$ cat src/rtl/credit_switch_allocator.sv
// Switch allocator with per-output round-robin arbitration, wormhole locking
// and downstream credit tracking for an N-input, M-output crossbar router.
module credit_switch_allocator #(
  parameter int N       = 4,
  parameter int M       = 4,
  parameter int CREDITS = 20,
  parameter int DW      = $clog2(M),
  parameter int CW      = $clog2(CREDITS + 1)
) (
  input  logic            clk,
  input  logic            rst_n,
  input  logic [N-1:0]    req_valid,
  input  logic [N*DW-1:0] req_dst,
  input  logic [N-1:0]    req_tail,
  output logic [N-1:0]    in_pop,
  output logic [M*N-1:0]  xbar_sel,
  output logic [M-1:0]    out_valid,
  input  logic [M-1:0]    credit_in,
  output logic [M*CW-1:0] credit_cnt,
  output logic [M-1:0]    out_locked,
  output logic [M-1:0]    credit_err
);

  localparam int PW = (N > 1) ? $clog2(N) : 1;

  logic [N-1:0] sel_vec [M];

  for (genvar gi = 0; gi < M; gi++) begin : g_out
    logic [CW-1:0] cnt_reg;
    logic          lock_reg;
    logic          err_reg;
    logic [PW-1:0] owner_reg;
    logic [PW-1:0] rr_reg;

    logic [N-1:0]  elig;
    logic [N-1:0]  sel;
    logic [PW-1:0] win;
    logic [PW-1:0] idx;
    logic          found;
    logic          grant;

    // A destination >= M can never equal gi, so invalid destinations fall out here.
    always_comb begin
      elig  = '0;
      sel   = '0;
      win   = '0;
      idx   = '0;
      found = 1'b0;
      for (int i = 0; i < N; i++) begin
        elig[i] = req_valid[i] && (req_dst[i*DW +: DW] == DW'(gi)) &&
                  (!lock_reg || owner_reg == PW'(i));
      end
      for (int k = 0; k < N; k++) begin
        idx = PW'((int'(rr_reg) + k) % N);
        if (!found && elig[idx]) begin
          found = 1'b1;
          win   = idx;
        end
      end
      grant = rst_n && found && (cnt_reg != '0);
      if (grant) begin
        sel = N'(1) << win;
      end
    end

    always_ff @(posedge clk or negedge rst_n) begin
      if (!rst_n) begin
        cnt_reg   <= CW'(CREDITS);
        lock_reg  <= 1'b0;
        err_reg   <= 1'b0;
        owner_reg <= '0;
        rr_reg    <= '0;
      end else begin
        if (grant) begin
          if (req_tail[win]) begin
            lock_reg <= 1'b0;
            rr_reg   <= PW'((int'(win) + 1) % N);
          end else begin
            lock_reg  <= 1'b1;
            owner_reg <= win;
          end
        end
        // A grant and a returned credit in the same cycle cancel out.
        if (grant && !credit_in[gi]) begin
          cnt_reg <= cnt_reg - CW'(1);
        end else if (!grant && credit_in[gi]) begin
          if (cnt_reg == CW'(CREDITS)) begin
            err_reg <= 1'b1;
          end else begin
            cnt_reg <= cnt_reg + CW'(1);
          end
        end
      end
    end

    assign sel_vec[gi]             = sel;
    assign xbar_sel[gi*N +: N]     = sel;
    assign out_valid[gi]           = grant;
    assign credit_cnt[gi*CW +: CW] = cnt_reg;
    assign out_locked[gi]          = lock_reg;
    assign credit_err[gi]          = err_reg;
  end

  // Each input targets one output, so at most one select vector has a bit per input.
  always_comb begin
    in_pop = '0;
    for (int o = 0; o < M; o++) begin
      in_pop = in_pop | sel_vec[o];
    end
  end

endmodule
$ cat config.mk
export PLATFORM = sky130hd
export DESIGN_NAME = credit_switch_allocator
export DESIGN_NICKNAME = d
export VERILOG_FILES = /design/src/rtl/credit_switch_allocator.sv
export SDC_FILE = /design/constraint.sdc
export NUM_CORES = 1
export LEC_CHECK = 0
export BUFFER_PORTS_ARGS = -buffer_cell sky130_fd_sc_hd__buf_2
export CAP_MARGIN = 10
export CORE_MARGIN = 1
export CORE_UTILIZATION = 57
export CTS_CLUSTER_SIZE = 20
export DETAILED_ROUTE_END_ITERATION = 8
export MAX_ROUTING_LAYER = met4
export PLACE_DENSITY = 0.82
export SKIP_LAST_GASP = 1
export SLEW_MARGIN = 0
export SYNTH_ARGS = -nofsm -noshare
export SYNTH_HDL_FRONTEND = slang
export SYNTH_SLANG_ARGS = --single-unit
export TNS_END_PERCENT = 5
$ cat constraint.sdc
create_clock -name clk -period 4.02 [get_ports clk]
set_clock_uncertainty 0.1 [all_clocks]
set_input_delay 0.402 -clock clk [delete_from_list [all_inputs] [get_ports clk]]
set_output_delay 0.402 -clock clk [all_outputs]
set_load 0.03 [all_outputs]
==> impl_metrics.tcl <==
set metrics [dict create \
    critical_path_class "reg -> out" \
    yosysWarnings 0 \
    maxSlewViolCount 0 \
    fin_hold_ws_ps 384 \
    syn-instance-count 450 \
    cp_data_required_time_ps 3520 \
    cp.arrival_ps 3080 \
    final_period_minus_worst_setup_slack_ps 3580 \
    clock_sinks 44 \
    number_of_global_route_vias_before_repair 3332 \
    timing.critical_path.from_type "flop" \
    tritoncts_clock_tree "done" \
    async_reset_ff_share_pct 100 \
    dp_cells 582 \
    leakagePower_nw 2.02 \
    number_of_flops_mapped_to_enable_cells_by_yosys 0 \
    post_drt_via_cell_ratio 6.00 \
    ys_ff_latch 44 \
    die-height_um 84.8 \
    detail_route.iter0.violations 275 \
    number_of_flip_flops_in_the_largest_register 20 \
    syn_nets 507 \
    violations_in_the_final_reports "DRC" \
    gp_routability_congestion 0.959 \
    antenna_found_initial 0 \
    max_freq_mhz 279 \
    synth_top_area_share_pct 23.1 \
    placeableCoreArea_mm2 0.00649 \
    finalCritPeriodShare_pct 89.2 \
    die_w_um 84.8 \
    clock_latency_ps 310 \
    yosys.area.top_type "sky130_fd_sc_hd__dfrtp_1" \
    final_cell_count_no_fill 590 \
    cts_buffer_depth 2 \
    layout.filler_cells 534 \
    yosys_most_used_dff "sky130_fd_sc_hd__dfrtp_1" \
    grt_pass1_wl_um 15700 \
    placed_area_mm2 0.00427 \
    final_core_occ_pct 67.1 \
    drt-pass1-iter-count 8 \
    final_layout_size_suffix_gt1_share_pct 24.2 \
    numCtsBuffers 5 \
    setup_viol 0 \
    ys_seq_area_share_pct 28.4 \
    worstPathMaxFanout 9 \
    worstHoldPathType "reg -> reg" \
    powerDensity_mw_per_mm2 659 \
    initial_utilization_pct 60.1 \
    ios 74 \
    grtUsageTotal_pct 28.4 \
    cts-resized-gates 0 \
    synth.lib_cells_used.distinct 77 \
    yosys-top-cells-area "sky130_fd_sc_hd__dfrtp_1 23%, sky130_fd_sc_hd__ha_1 11%, sky130_fd_sc_hd__dfstp_2 5.4%" \
    layout.nets 570 \
    count_of_inserted_antenna_diode_cells 0 \
    finish.instance_area_mm2 0.00436 \
    outcome "finished with violations" \
    drc_errors 4 \
    ant_nets 0 \
    finalSetupTns_ps 0 \
    final_hold_viol_count 0 \
    grt_start_max_net_pins 21 \
    finalWirelength_um 9660 \
    total_die_area_mm2 0.00719 \
    synth_area_mm2 0.00391 \
    clockRootBuffer "sky130_fd_sc_hd__clkbuf_8" \
    clock_tree.htree_level_count 2 \
    power.ir.vdd_worst_uv 389 \
    num_rows 29 \
    path_clk_slew_ps 80 \
    cap_viol_max_count 0 \
    avgSynthCellArea_um2 8.68 \
    timing.critical_path.to_type "output pin" \
    place.detailed.hpwl_um 7680 \
    area_growth_syn_to_layout_pct 11.6 \
    vias 3538 \
    placement.io_buffers 73 \
    wire_per_inst_um 16.4 \
    max_slew_margin_pct 57.4 \
    worst_pin_slew_ps 637 \
    grt_setup_unrepaired "false" \
    gr-total-overflow 0 \
]
-- layout by cell type (no fill, tap or decap), types with 4 or more instances in the layout --
| master | n |
|---|---|
| sky130_fd_sc_hd__xnor2_1 | 13 |
| sky130_fd_sc_hd__a21o_1 | 4 |
| sky130_fd_sc_hd__nor2b_1 | 4 |
| sky130_fd_sc_hd__o21a_1 | 4 |
| sky130_fd_sc_hd__buf_4 | 5 |
| sky130_fd_sc_hd__mux2_1 | 4 |
| sky130_fd_sc_hd__mux2i_1 | 7 |
| sky130_fd_sc_hd__a211o_1 | 5 |
| sky130_fd_sc_hd__inv_1 | 31 |
| sky130_fd_sc_hd__ha_1 | 34 |
| sky130_fd_sc_hd__a31oi_1 | 4 |
| sky130_fd_sc_hd__xor2_1 | 13 |
| sky130_fd_sc_hd__or4_1 | 4 |
| sky130_fd_sc_hd__nor2_1 | 31 |
| sky130_fd_sc_hd__nand2_1 | 39 |
| sky130_fd_sc_hd__o211ai_1 | 4 |
| sky130_fd_sc_hd__o21bai_1 | 5 |
| sky130_fd_sc_hd__mux2_2 | 4 |
| sky130_fd_sc_hd__dfrtp_1 | 36 |
| sky130_fd_sc_hd__and2_1 | 21 |
| sky130_fd_sc_hd__dfstp_2 | 8 |
| sky130_fd_sc_hd__a211oi_2 | 4 |
| sky130_fd_sc_hd__nand2b_1 | 8 |
| sky130_fd_sc_hd__nand3_1 | 13 |
| sky130_fd_sc_hd__clkbuf_8 | 5 |
| sky130_fd_sc_hd__a21oi_1 | 28 |
| sky130_fd_sc_hd__nor3_1 | 11 |
| sky130_fd_sc_hd__buf_2 | 73 |
| sky130_fd_sc_hd__o21ai_0 | 23 |
-- routing by layer --
metal  vias to the layer above  track usage, %  part of all wire, %
met5                         -               -                    0
met4                         0            8.01                 0.94
met3                         8            6.29                  5.6
met2                       110            46.3                   48
met1                      1712            35.6                   45
li1                       1708               -                    -
-- power by group --
group	total (mW)	leakage, nW	switching [mW]	internal (mW)
combinational	1.59	1.47	0.986	0.602
sequential	1.00	0.507	0.318	0.686
clock	0.280	0.0400	0.162	0.118
-- final timing paths --
check	startpoint	endpoint	slack, ps	depth (start not counted)
worst max-delay path	g_out[2].lock_reg	in_pop[1]	440	9
min in group asynchronous	rst_n	g_out[1].rr_reg[1]	440	2
worst min register to register	g_out[1].err_reg	g_out[1].err_reg	380	1
max in group asynchronous	rst_n	g_out[2].cnt_reg[4]	2700	3
worst min-delay path	g_out[1].err_reg	g_out[1].err_reg	380	1
worst max register to register	g_out[0].owner_reg[0]	g_out[0].cnt_reg[4]	900	12
-- cell usage after synthesis (5+ instances only) --
master / n
sky130_fd_sc_hd__nand2_1: 39
sky130_fd_sc_hd__dfrtp_1: 36
sky130_fd_sc_hd__ha_1: 34
sky130_fd_sc_hd__inv_1: 31
sky130_fd_sc_hd__nor2_1: 31
sky130_fd_sc_hd__a21oi_1: 28
sky130_fd_sc_hd__o21ai_0: 23
sky130_fd_sc_hd__and2_1: 21
sky130_fd_sc_hd__nand3_1: 13
sky130_fd_sc_hd__xnor2_1: 13
sky130_fd_sc_hd__xor2_1: 13
sky130_fd_sc_hd__buf_4: 12
sky130_fd_sc_hd__nor3_1: 11
sky130_fd_sc_hd__dfstp_2: 8
sky130_fd_sc_hd__nand2b_1: 8
sky130_fd_sc_hd__clkbuf_1: 7
sky130_fd_sc_hd__mux2i_1: 7
sky130_fd_sc_hd__a211o_1: 5
sky130_fd_sc_hd__o21bai_1: 5
-- metrics by stage --
stage | power, mW | setup WS [ps]
6_report | 2.87 | 436
5_1_grt | 3.08 | 286
4_1_cts | 2.87 | 458
3_5_place_dp | 2.59 | 799
3_3_place_gp | 2.55 | 831
2_1_floorplan | 2.23 | 956
-- repair_timing --
item / in CTS / in global routing
endpoints found under the hold margin: 8 / 0
setup buffers: 0 / 0
hold buffers: 1 / 0
-- kinds of logic (layout without fill, tap and decap cells) --
logic type	count (synthesis)	after routing	synth area share (%)
and+or+nand+nor	150	150	19.8
AOI/OAI and AO/OA	122	122	23.0
buffers and inverters	56	119	6.66
DFF	44	44	28.4
adders and majority gates	35	35	11.4
xor gates and xnor gates	26	26	5.83
muxes	17	17	4.84
-- critical path: stages, from the launching register on --
cell and delay (ps):
sky130_fd_sc_hd__dfrtp_1 560, sky130_fd_sc_hd__o21a_1 280, sky130_fd_sc_hd__nor4_1 90, sky130_fd_sc_hd__nor2_1 420
sky130_fd_sc_hd__and2_1 270, sky130_fd_sc_hd__inv_1 100, sky130_fd_sc_hd__ha_1 170, sky130_fd_sc_hd__and2_1 150
sky130_fd_sc_hd__or4_1 530, sky130_fd_sc_hd__buf_2 200
-- area by class of cell --
type                    instances  area [µm²]  share of cell area, %
flip-flops and latches         44        1110                   25.5
clock buffers                   5        68.8                   1.58
inverters                      33         124                   2.84
well taps                      77        96.3                   2.21
clock inverters                 2        12.5                  0.287
repair buffers                 79         413                   9.47
multi-input cells             350        2530                   58.1
(Power assumes the default switching activity.)
